[src/rtl/pio_fifo_capture_pkg.sv]
// Shared constants and types for the PIO-driven sample-capture FIFO.
// PIO bit positions and the capture FSM state encoding live here.
package pio_fifo_capture_pkg;

  localparam int CTRL_ARM_BIT   = 0;
  localparam int CTRL_CLR_BIT   = 1;
  localparam int CTRL_RDREQ_BIT = 2;
  localparam int STAT_ACK_BIT   = 0;
  localparam int STAT_EMPTY_BIT = 1;

  typedef enum logic {
    IDLE    = 1'b0,
    CAPTURE = 1'b1
  } state_e;

endpackage

[src/rtl/pio_fifo_capture_ram.sv]
// Simple dual-port sample store: registered write, combinational read,
// shaped so synthesis maps it onto distributed or block RAM.
module pio_fifo_capture_ram #(
  parameter int DATA_W = 16,
  parameter int DEPTH  = 16,
  parameter int AW     = $clog2(DEPTH)
) (
  input  logic              clk,
  input  logic              we,
  input  logic [AW-1:0]     waddr,
  input  logic [DATA_W-1:0] wdata,
  input  logic [AW-1:0]     raddr,
  output logic [DATA_W-1:0] rdata
);

  logic [DATA_W-1:0] mem [DEPTH];

  // NOTE: storage has no reset so it maps onto RAM primitives; contents are don't-care until written.
  always_ff @(posedge clk) begin
    if (we) mem[waddr] <= wdata;
  end

  assign rdata = mem[raddr];

endmodule

[src/rtl/pio_fifo_capture_ctrl.sv]
// Capture FIFO controlled by a 5-bit PIO: arm/clear/rd_req toggle in, rd_ack/empty out.
// Define PIO_CTRL_SYNC_EN to pass pio_ctrl through a 2-flop synchronizer first.
module pio_fifo_capture_ctrl
  import pio_fifo_capture_pkg::*;
#(
  parameter  int DATA_W = 16,
  parameter  int DEPTH  = 16,
  localparam int AW     = $clog2(DEPTH)
) (
  input  logic              clk,
  input  logic              reset_n,
  input  logic [2:0]        pio_ctrl,
  output logic [1:0]        pio_status,
  input  logic              sample_valid,
  input  logic [DATA_W-1:0] sample_data,
  output logic [DATA_W-1:0] rd_data,
  output logic [AW:0]       fill_level,
  output logic              overflow,
  output logic              underrun,
  output logic              capturing
);

  localparam logic [AW:0] FULL_LVL = (AW+1)'(DEPTH);

  logic [2:0] ctrl;

`ifdef PIO_CTRL_SYNC_EN
  logic [2:0] sync_1, sync_2;

  always_ff @(posedge clk) begin
    if (!reset_n) begin
      sync_1 <= '0;
      sync_2 <= '0;
    end else begin
      sync_1 <= pio_ctrl;
      sync_2 <= sync_1;
    end
  end

  assign ctrl = sync_2;
`else
  assign ctrl = pio_ctrl;
`endif

  logic arm, clr, rd_req;
  assign arm    = ctrl[CTRL_ARM_BIT];
  assign clr    = ctrl[CTRL_CLR_BIT];
  assign rd_req = ctrl[CTRL_RDREQ_BIT];

  state_e state, state_nxt;

  always_ff @(posedge clk) begin
    if (!reset_n) state <= IDLE;
    else          state <= state_nxt;
  end

  // NOTE: every always_comb output gets a default first so no path can infer a latch.
  always_comb begin
    state_nxt = state;
    if (clr) begin
      state_nxt = IDLE;
    end else begin
      unique case (state)
        IDLE:    if (arm)  state_nxt = CAPTURE;
        CAPTURE: if (!arm) state_nxt = IDLE;
        default: state_nxt = IDLE;
      endcase
    end
  end

  logic [AW-1:0]     wptr, rptr;
  logic              rd_req_q, empty_q;
  logic [DATA_W-1:0] ram_rdata;
  logic              full, in_cap, req_seen, push, pop, drop;
  logic [AW:0]       fill_nxt;

  assign in_cap   = (state == CAPTURE);
  assign full     = (fill_level == FULL_LVL);
  assign req_seen = (rd_req != rd_req_q);
  assign push     = in_cap && sample_valid && !full && !clr;
  assign pop      = req_seen && (fill_level != '0) && !clr;
  assign drop     = in_cap && sample_valid && full;

  always_comb begin
    fill_nxt = fill_level;
    if (push && !pop)      fill_nxt = fill_level + (AW+1)'(1);
    else if (pop && !push) fill_nxt = fill_level - (AW+1)'(1);
  end

  // NOTE: sequential state uses non-blocking assignments so every flop samples pre-edge values.
  always_ff @(posedge clk) begin
    if (!reset_n) begin
      wptr       <= '0;
      rptr       <= '0;
      fill_level <= '0;
      empty_q    <= 1'b1;
      rd_data    <= '0;
      overflow   <= 1'b0;
      underrun   <= 1'b0;
      rd_req_q   <= 1'b0;
    end else if (clr) begin
      wptr       <= '0;
      rptr       <= '0;
      fill_level <= '0;
      empty_q    <= 1'b1;
      overflow   <= 1'b0;
      underrun   <= 1'b0;
      rd_req_q   <= rd_req;
    end else begin
      if (push) wptr <= wptr + AW'(1);
      if (pop) begin
        rptr    <= rptr + AW'(1);
        rd_data <= ram_rdata;
      end
      fill_level <= fill_nxt;
      empty_q    <= (fill_nxt == '0);
      if (drop) overflow <= 1'b1;
      if (req_seen && fill_level == '0) underrun <= 1'b1;
      // The request history doubles as the ack echo, so ack lags rd_req by one clk.
      rd_req_q <= rd_req;
    end
  end

  pio_fifo_capture_ram #(
    .DATA_W (DATA_W),
    .DEPTH  (DEPTH),
    .AW     (AW)
  ) u_ram (
    .clk   (clk),
    .we    (push),
    .waddr (wptr),
    .wdata (sample_data),
    .raddr (rptr),
    .rdata (ram_rdata)
  );

  assign pio_status[STAT_ACK_BIT]   = rd_req_q;
  assign pio_status[STAT_EMPTY_BIT] = empty_q;
  assign capturing                  = in_cap;

endmodule

[config.mk]
export PLATFORM = sky130hd
export DESIGN_NAME = pio_fifo_capture_ctrl
export DESIGN_NICKNAME = d
export VERILOG_FILES = /design/src/rtl/pio_fifo_capture_pkg.sv /design/src/rtl/pio_fifo_capture_ram.sv /design/src/rtl/pio_fifo_capture_ctrl.sv
export SDC_FILE = /design/constraint.sdc
export NUM_CORES = 1
export LEC_CHECK = 0
export ABC_CLOCK_PERIOD_IN_PS = 9200
export CAP_MARGIN = 20
export CORE_ASPECT_RATIO = 1.4
export CORE_MARGIN = 2
export CORE_UTILIZATION = 40
export DETAILED_ROUTE_END_ITERATION = 8
export HOLD_SLACK_MARGIN = 0.15
export PLACE_DENSITY = 0.64
export SLEW_MARGIN = 20
export SYNTH_ARGS = -nofsm -noshare
export SYNTH_HDL_FRONTEND = slang
export SYNTH_SLANG_ARGS = --single-unit
[constraint.sdc]
create_clock -name clk -period 9.2 [get_ports clk]
set_input_delay 2.3 -clock clk [delete_from_list [all_inputs] [get_ports clk]]
set_output_delay 2.3 -clock clk [all_outputs]
set_load 0.05 [all_outputs]
# Yosys cells after proc, flatten, opt, wreduce, memory -nomap -nowiden

Memories as Yosys holds them, arrays and structs flattened. A register that Yosys moved wholly into a read port is not among the register bits.
Index checks and enable logic that the tools add are counted.

Register bits after elaboration: 18
Latch bits: 0
Memory bits (writable): 256
Memory bits (read-only): 0
Input bits: 22
Output and inout bits: 26
Word-level logic and storage cells: 41
Memories: 1

Add/subtract/negate cells: 4
Multiply operators: 0
Div/mod/pow operators: 0
Magnitude comparators: 0
Equality and inequality tests: 2
Shift-type cells: 0
Multiplexer cells: 5
Bitwise logic cells: 2
Reductions and logical operators: 19

Memory list:

| memory    | words | width | read ports | clocked after Yosys merged registers in | wr ports | RTL line                   | RTL |
|---|---|---|---|---|---|---|---|
| u_ram.mem | 16    | 16    | 1          | 1                                       | 1        | pio_fifo_capture_ram.sv:16 | `logic [DATA_W-1:0] mem [DEPTH];` |

Operators by type and width:

| operator                                                           | count |
|---|---|
| 5-bit zero test                                                    | 2 |
| 5-bit 2-to-1 mux                                                   | 2 |
| 1-bit logical AND                                                  | 9 |
| 4-bit by 1-bit adder with 4-bit output, second input constant      | 2 |
| 5-bit by 1-bit adder with 5-bit output, second input constant      | 1 |
| 5-bit equality test, second input constant                         | 1 |
| 1-bit zero test                                                    | 5 |
| 5-bit nonzero test                                                 | 1 |
| 5-bit by 1-bit subtractor with 5-bit output, second input constant | 1 |
| 1-bit 2-to-1 mux                                                   | 3 |
| 1-bit NOT                                                          | 2 |
| 2-bit AND reduction                                                | 1 |
| 2-bit OR reduction                                                 | 1 |
| 1-bit != test                                                      | 1 |

# Logic depth before layout (Yosys ltp)

Word-level depth: 9
Mapped depth: 9
Mapped depth without buffers: 8

# Modules after synthesis

A second synthesis with hierarchy kept.

Cell total of the unflattened synthesis: 584
Area total of the unflattened synthesis: 11223.3 sq um

By module, submodules not included:

| module                | times used | cells an instance | area each (sq um) | sequential area each (sq um) |
|---|---|---|---|---|
| pio_fifo_capture_ram  | 1          | 416               | 9723.1            | 7687.4 |
| pio_fifo_capture_ctrl | 1          | 168               | 1500.2            | 680.7 |

# Least setup slack after synthesis

OpenSTA, ideal clock, no wires.

Path type: in2reg
Start: input pio_ctrl[1]
End: memory u_ram.mem[3][0], enable pin
Setup time: 0.409 ns
Data arrival time: 4.141 ns
Data required time: 8.791 ns
Path slack: 4.649 ns
Stages on the path: 4
Buffers on the path: 0
Cell sequence: nand3b_1 -> a21oi_2 -> nand2_1 -> nor3_1

Longest elaborated chain between the ends: 4

RTL lines:

| what                                   | RTL line                    | RTL |
|---|---|---|
| start, declared                        | pio_fifo_capture_ctrl.sv:12 | `input logic [2:0] pio_ctrl,` |
| 1-bit zero test                        | pio_fifo_capture_ctrl.sv:80 | `assign push = in_cap && sample_valid && !full && !clr;` |
| 1-bit logical AND                      | pio_fifo_capture_ctrl.sv:80 |  |
| 1-bit 2-to-1 mux                       | pio_fifo_capture_ram.sv:20  | `if (we) mem[waddr] <= wdata;` |
| 1-bit 2-to-1 mux (implied by the code) | pio_fifo_capture_ram.sv:20  |  |
| end, declared                          | pio_fifo_capture_ram.sv:16  |  |

Every way passes these cells.

# Worst setup path after layout

Start: input pio_ctrl[2]
End: register empty_q

Longest elaborated chain between the ends: 7
Elaborated cells between the ends (all ways): 9
Classes of those cells: eq/ne: 1; mux: 2; reduce/logical: 6

RTL lines:

| what                                                  | RTL line                                                 | RTL |
|---|---|---|
| 1-bit != test (*)                                     | pio_fifo_capture_ctrl.sv:79                              | `assign req_seen = (rd_req != rd_req_q);` |
| 1-bit logical AND (*) (2 in series)                   | pio_fifo_capture_ctrl.sv:81                              | `assign pop = req_seen && (fill_level != '0) && !clr;` |
| 1-bit logical AND or 1-bit zero test (tied branches)  | pio_fifo_capture_ctrl.sv:87, pio_fifo_capture_ctrl.sv:86 |  |
| 5-bit 2-to-1 mux or 1-bit logical AND (tied branches) | pio_fifo_capture_ctrl.sv:87, pio_fifo_capture_ctrl.sv:86 |  |
| 5-bit 2-to-1 mux (*)                                  | pio_fifo_capture_ctrl.sv:86                              | `if (push && !pop) fill_nxt = fill_level + (AW+1)'(1);` |
| 5-bit zero test (*)                                   | pio_fifo_capture_ctrl.sv:116                             | `empty_q <= (fill_nxt == '0);` |
| end signal, assigned                                  | pio_fifo_capture_ctrl.sv:116                             |  |
| end, declared                                         | pio_fifo_capture_ctrl.sv:72                              | `logic rd_req_q, empty_q;` |

Mark *: on every way between the ends. The rest lies on a longest branch, timed or not.
A chain may end at the register's enable or synchronous reset.

==> metrics.log <==
[metrics] Yosys warnings: 0
[metrics] overall global routing resource usage: 15.81%
[metrics] arrival time at the worst endpoint: 4710 ps
[metrics] cell at the root of the clock tree: clkbuf_16
[metrics] number of gates given a new drive strength after cts: 0
[metrics] post-cts hold buffer count: 0
[metrics] status: complete, no violations
[metrics] sort of element at the end of the critical path: flop
[metrics] remaining antenna violation count after routing: 0
[metrics] iteration count of the initial detailed-routing pass: 4
[metrics] Port Buffer Count: 47
[metrics] Max-Slew Margin vs Limit: 31.41%
[metrics] synth-to-layout area growth: 14.84%
[metrics] most frequent cells in the layout: edfxtp_1, mux4_2, clkdlybuf4s50_1
[metrics] number of violations of the max-capacitance limit: 0
[metrics] synthesized netlist cell count: 555
[metrics] routability-driven placement congestion ratio: 0.7999
[metrics] relative contribution of sequential cells to total power: 58.8%
[metrics] Hold Startpoint: rd_data[14]
[metrics] leading cell type in the layout, fill and taps excluded: edfxtp_1
[metrics] Hold Fails Final Rpt: 0
[metrics] count of boundary I/O pins: 48
[metrics] wire per inst: 22.66 um
[metrics] number of flops mapped to enable cells by yosys: 256
[metrics] Die Height: 202.1 um
[metrics] share of total power in combinational logic: 1.7%
[metrics] standard cell area after detailed placement: 0.01215 mm^2
[metrics] first-pass GRT wire length: 35040 um
[metrics] maximum number of pins on one net before global-route repair: 68
[metrics] switching power as a share of total power: 19.16%
[metrics] net total in the final layout: 647
[metrics] power density normalized to cell area: 189.0 mW/mm^2
[metrics] number of storage elements in the synthesis netlist: 290
[metrics] launch instance of the worst register-to-register path: rptr[0]
[metrics] Die Width: 145.5 um
[metrics] share of the clock period used by the worst path: 46.20%
[metrics] nets in the synthesized netlist: 584
[metrics] row count: 72
[metrics] overall overflow remaining after global route: 0
[metrics] fin crit period: 4250 ps
[metrics] overall power consumption: 2.435 mW
[metrics] routed via count: 5269
[metrics] number of global-route vias before repair: 5580
[metrics] Reg2Reg Setup Slack: 6300 ps
[metrics] initial core utilization: 40.56%
[metrics] mapped cell area: 0.01122 mm^2
[metrics] Pint: 1.968 mW
[metrics] TritonCTS clock tree: built
[metrics] Starting DRT DRC Count: 373
[metrics] count of H-tree levels built during CTS: 1
[metrics] Clock Skews: 7.525 ps
[metrics] type of origin of the critical path: input port
[metrics] TritonCTS buffer count: 25
[metrics] Async S/R FF share, synth: 0%
[metrics] capture point of the worst path: empty_q
[metrics] reported net switching power: 0.4667 mW
[metrics] unrepaired setup endpoints after global routing: no
[metrics] DRC violation count after routing: 0
[metrics] sequential fraction of the synthesis area: 74.60%
[metrics] capture instance of the worst register-to-register path: rd_data[3]
[metrics] hold crit path type: flop to flop
[metrics] cell count after placement: 961
[metrics] Sinks on Clock Net: 290
[metrics] prevailing post-synth register cell: edfxtp_1
[metrics] non-filler instance count after layout: 1005
[metrics] Finished Cell Area: 0.01288 mm^2
[metrics] clock input transition at the sequential cells of the worst setup and hold paths: 60 ps
[metrics] overall die area: 0.02942 mm^2
[metrics] count of inserted antenna diode cells: 0
[metrics] Req. time, crit path: 9660 ps
[metrics] Std-Cell Core Area: 0.02766 mm^2
[metrics] Avg Synthesized Cell Area: 20.21 um^2
[metrics] Leak Pwr: 3.884 nW
[metrics] Crit. Startpoint: pio_ctrl[2]
[metrics] worst-case clock buffer depth: 3
[metrics] number of setup violations in the final report: 0
[metrics] Final Routed Wirelength: 22770 um
[metrics] fraction of final layout cells sized beyond drive strength 1: 21.57%
[metrics] Clock Power Share: 39.5%
[metrics] initial antenna violation count: 0
[metrics] number of setup buffers added after CTS: 0
[metrics] maximum clock rate: 235.3 MHz
[metrics] actual transition at the worst max-transition pin: 1029 ps
[metrics] HPWL after DPL: 14640 um
[metrics] max-slew violation total from the final report: 0
[metrics] worst IR drop on VDD: 102.1 uV
[metrics] Synth cell types: 36
[metrics] critical path class: input port to flop
[metrics] setup TNS: 0 ps
[metrics] crit-path max FO: 21
[metrics] Worst-Skew Late Latency: 530 ps
[metrics] path depth of the worst reg2reg path: 5
[metrics] vias per std cell: 5.243
through the flow:
| step | hold WS [ps] | utilization (%) | worst slack (ps) |
|---|---|---|---|
| floorplan | 533.5 | - | 4649 |
| global placement | 448.6 | 43.93 | 4471 |
| detailed placement | 450.1 | 43.94 | 4415 |
| CTS | 464.6 | 46.58 | 4959 |
| global route | 474.6 | 46.58 | 4755 |
| finish | 462.0 | 46.58 | 4950 |
power by group through the flow:
stage | registers (mW) | clock network, mW | logic [mW]
floorplan | 1.46 | 0 | 0.00978
global placement | 1.46 | 0 | 0.0402
detailed placement | 1.46 | 0 | 0.0425
CTS | 1.43 | 0.986 | 0.0426
global route | 1.43 | 1.03 | 0.0456
finish | 1.43 | 0.961 | 0.0416
cells by family after synthesis:
group / count (synthesis) / synth area share (%)
AOI/OAI and AO/OA: 32 / 2.053
adders and majority gates: 7 / 0.7808
xor gates and xnor gates: 10 / 0.7808
muxes: 82 / 16.24
buffers and inverters: 35 / 1.651
and+or+nand+nor: 99 / 3.893
DFF: 290 / 74.60
Yosys cell counts (4+ instances only):
cell / instances / area share (%)
edfxtp_1: 256 / 69
nand4_1: 4 / 0.22
inv_1: 6 / 0.20
clkbuf_1: 15 / 0.50
nor2_1: 32 / 1.1
xnor2_1: 4 / 0.31
nand2b_1: 4 / 0.22
nand2_1: 44 / 1.5
a21boi_1: 16 / 1.1
xor2_1: 6 / 0.47
o21ai_0: 5 / 0.22
dfxtp_1: 34 / 6.1
nor3_1: 5 / 0.22
buf_2: 7 / 0.31
buf_6: 5 / 0.50
mux4_2: 80 / 16
ha_1: 7 / 0.78
worst min-delay path by stage:
stage             endpoint  slack (ps)  cells past startpoint
5_1_grt        rd_data[14]         470                      2
6_report       rd_data[14]         460                      2
3_3_place_gp    rd_data[2]         450                      2
4_1_cts        rd_data[14]         460                      2
2_1_floorplan      wptr[1]         530                      2
3_5_place_dp   rd_data[15]         450                      2
flip-flops by register name (all words and copies together) (netlist names):
| register | cells |
|---|---|
| fill_level | 5 |
| capturing | 1 |
| wptr | 4 |
| empty_q | 1 |
| overflow | 1 |
| rd_req_q | 1 |
| rptr | 4 |
| underrun | 1 |
| u_ram.mem | 256 |
| rd_data | 16 |
layer usage:
metal	vias to the layer above	share of wire, %	track usage, %
met4	0	2.5	5.357
met5	-	0	0
met1	2749	42	20.85
met2	128	51	27.32
met3	40	3.9	1.986
li1	2352	-	-
final cells by class:
| type | instances | area [um^2] |
|---|---|---|
| Fill cell | 2313 | 14780 |
| Inverter | 6 | 22.52 |
| Timing Repair Buffer | 65 | 605.6 |
| Tap cell | 370 | 462.9 |
| Multi-Input combinational cell | 230 | 2686 |
| Clock buffer | 30 | 644.4 |
| Clock inverter | 14 | 85.08 |
| Sequential cell | 290 | 8374 |
worst max-delay path, cell delays in order:
cell             delay (ps)
clkdlybuf4s50_1         440
xnor2_1                 180
or2_0                   350
nor2_2                  780
a2bb2oi_1               280
xor2_1                  200
a41o_1                  170
Power figures use the tool's default switching activity.
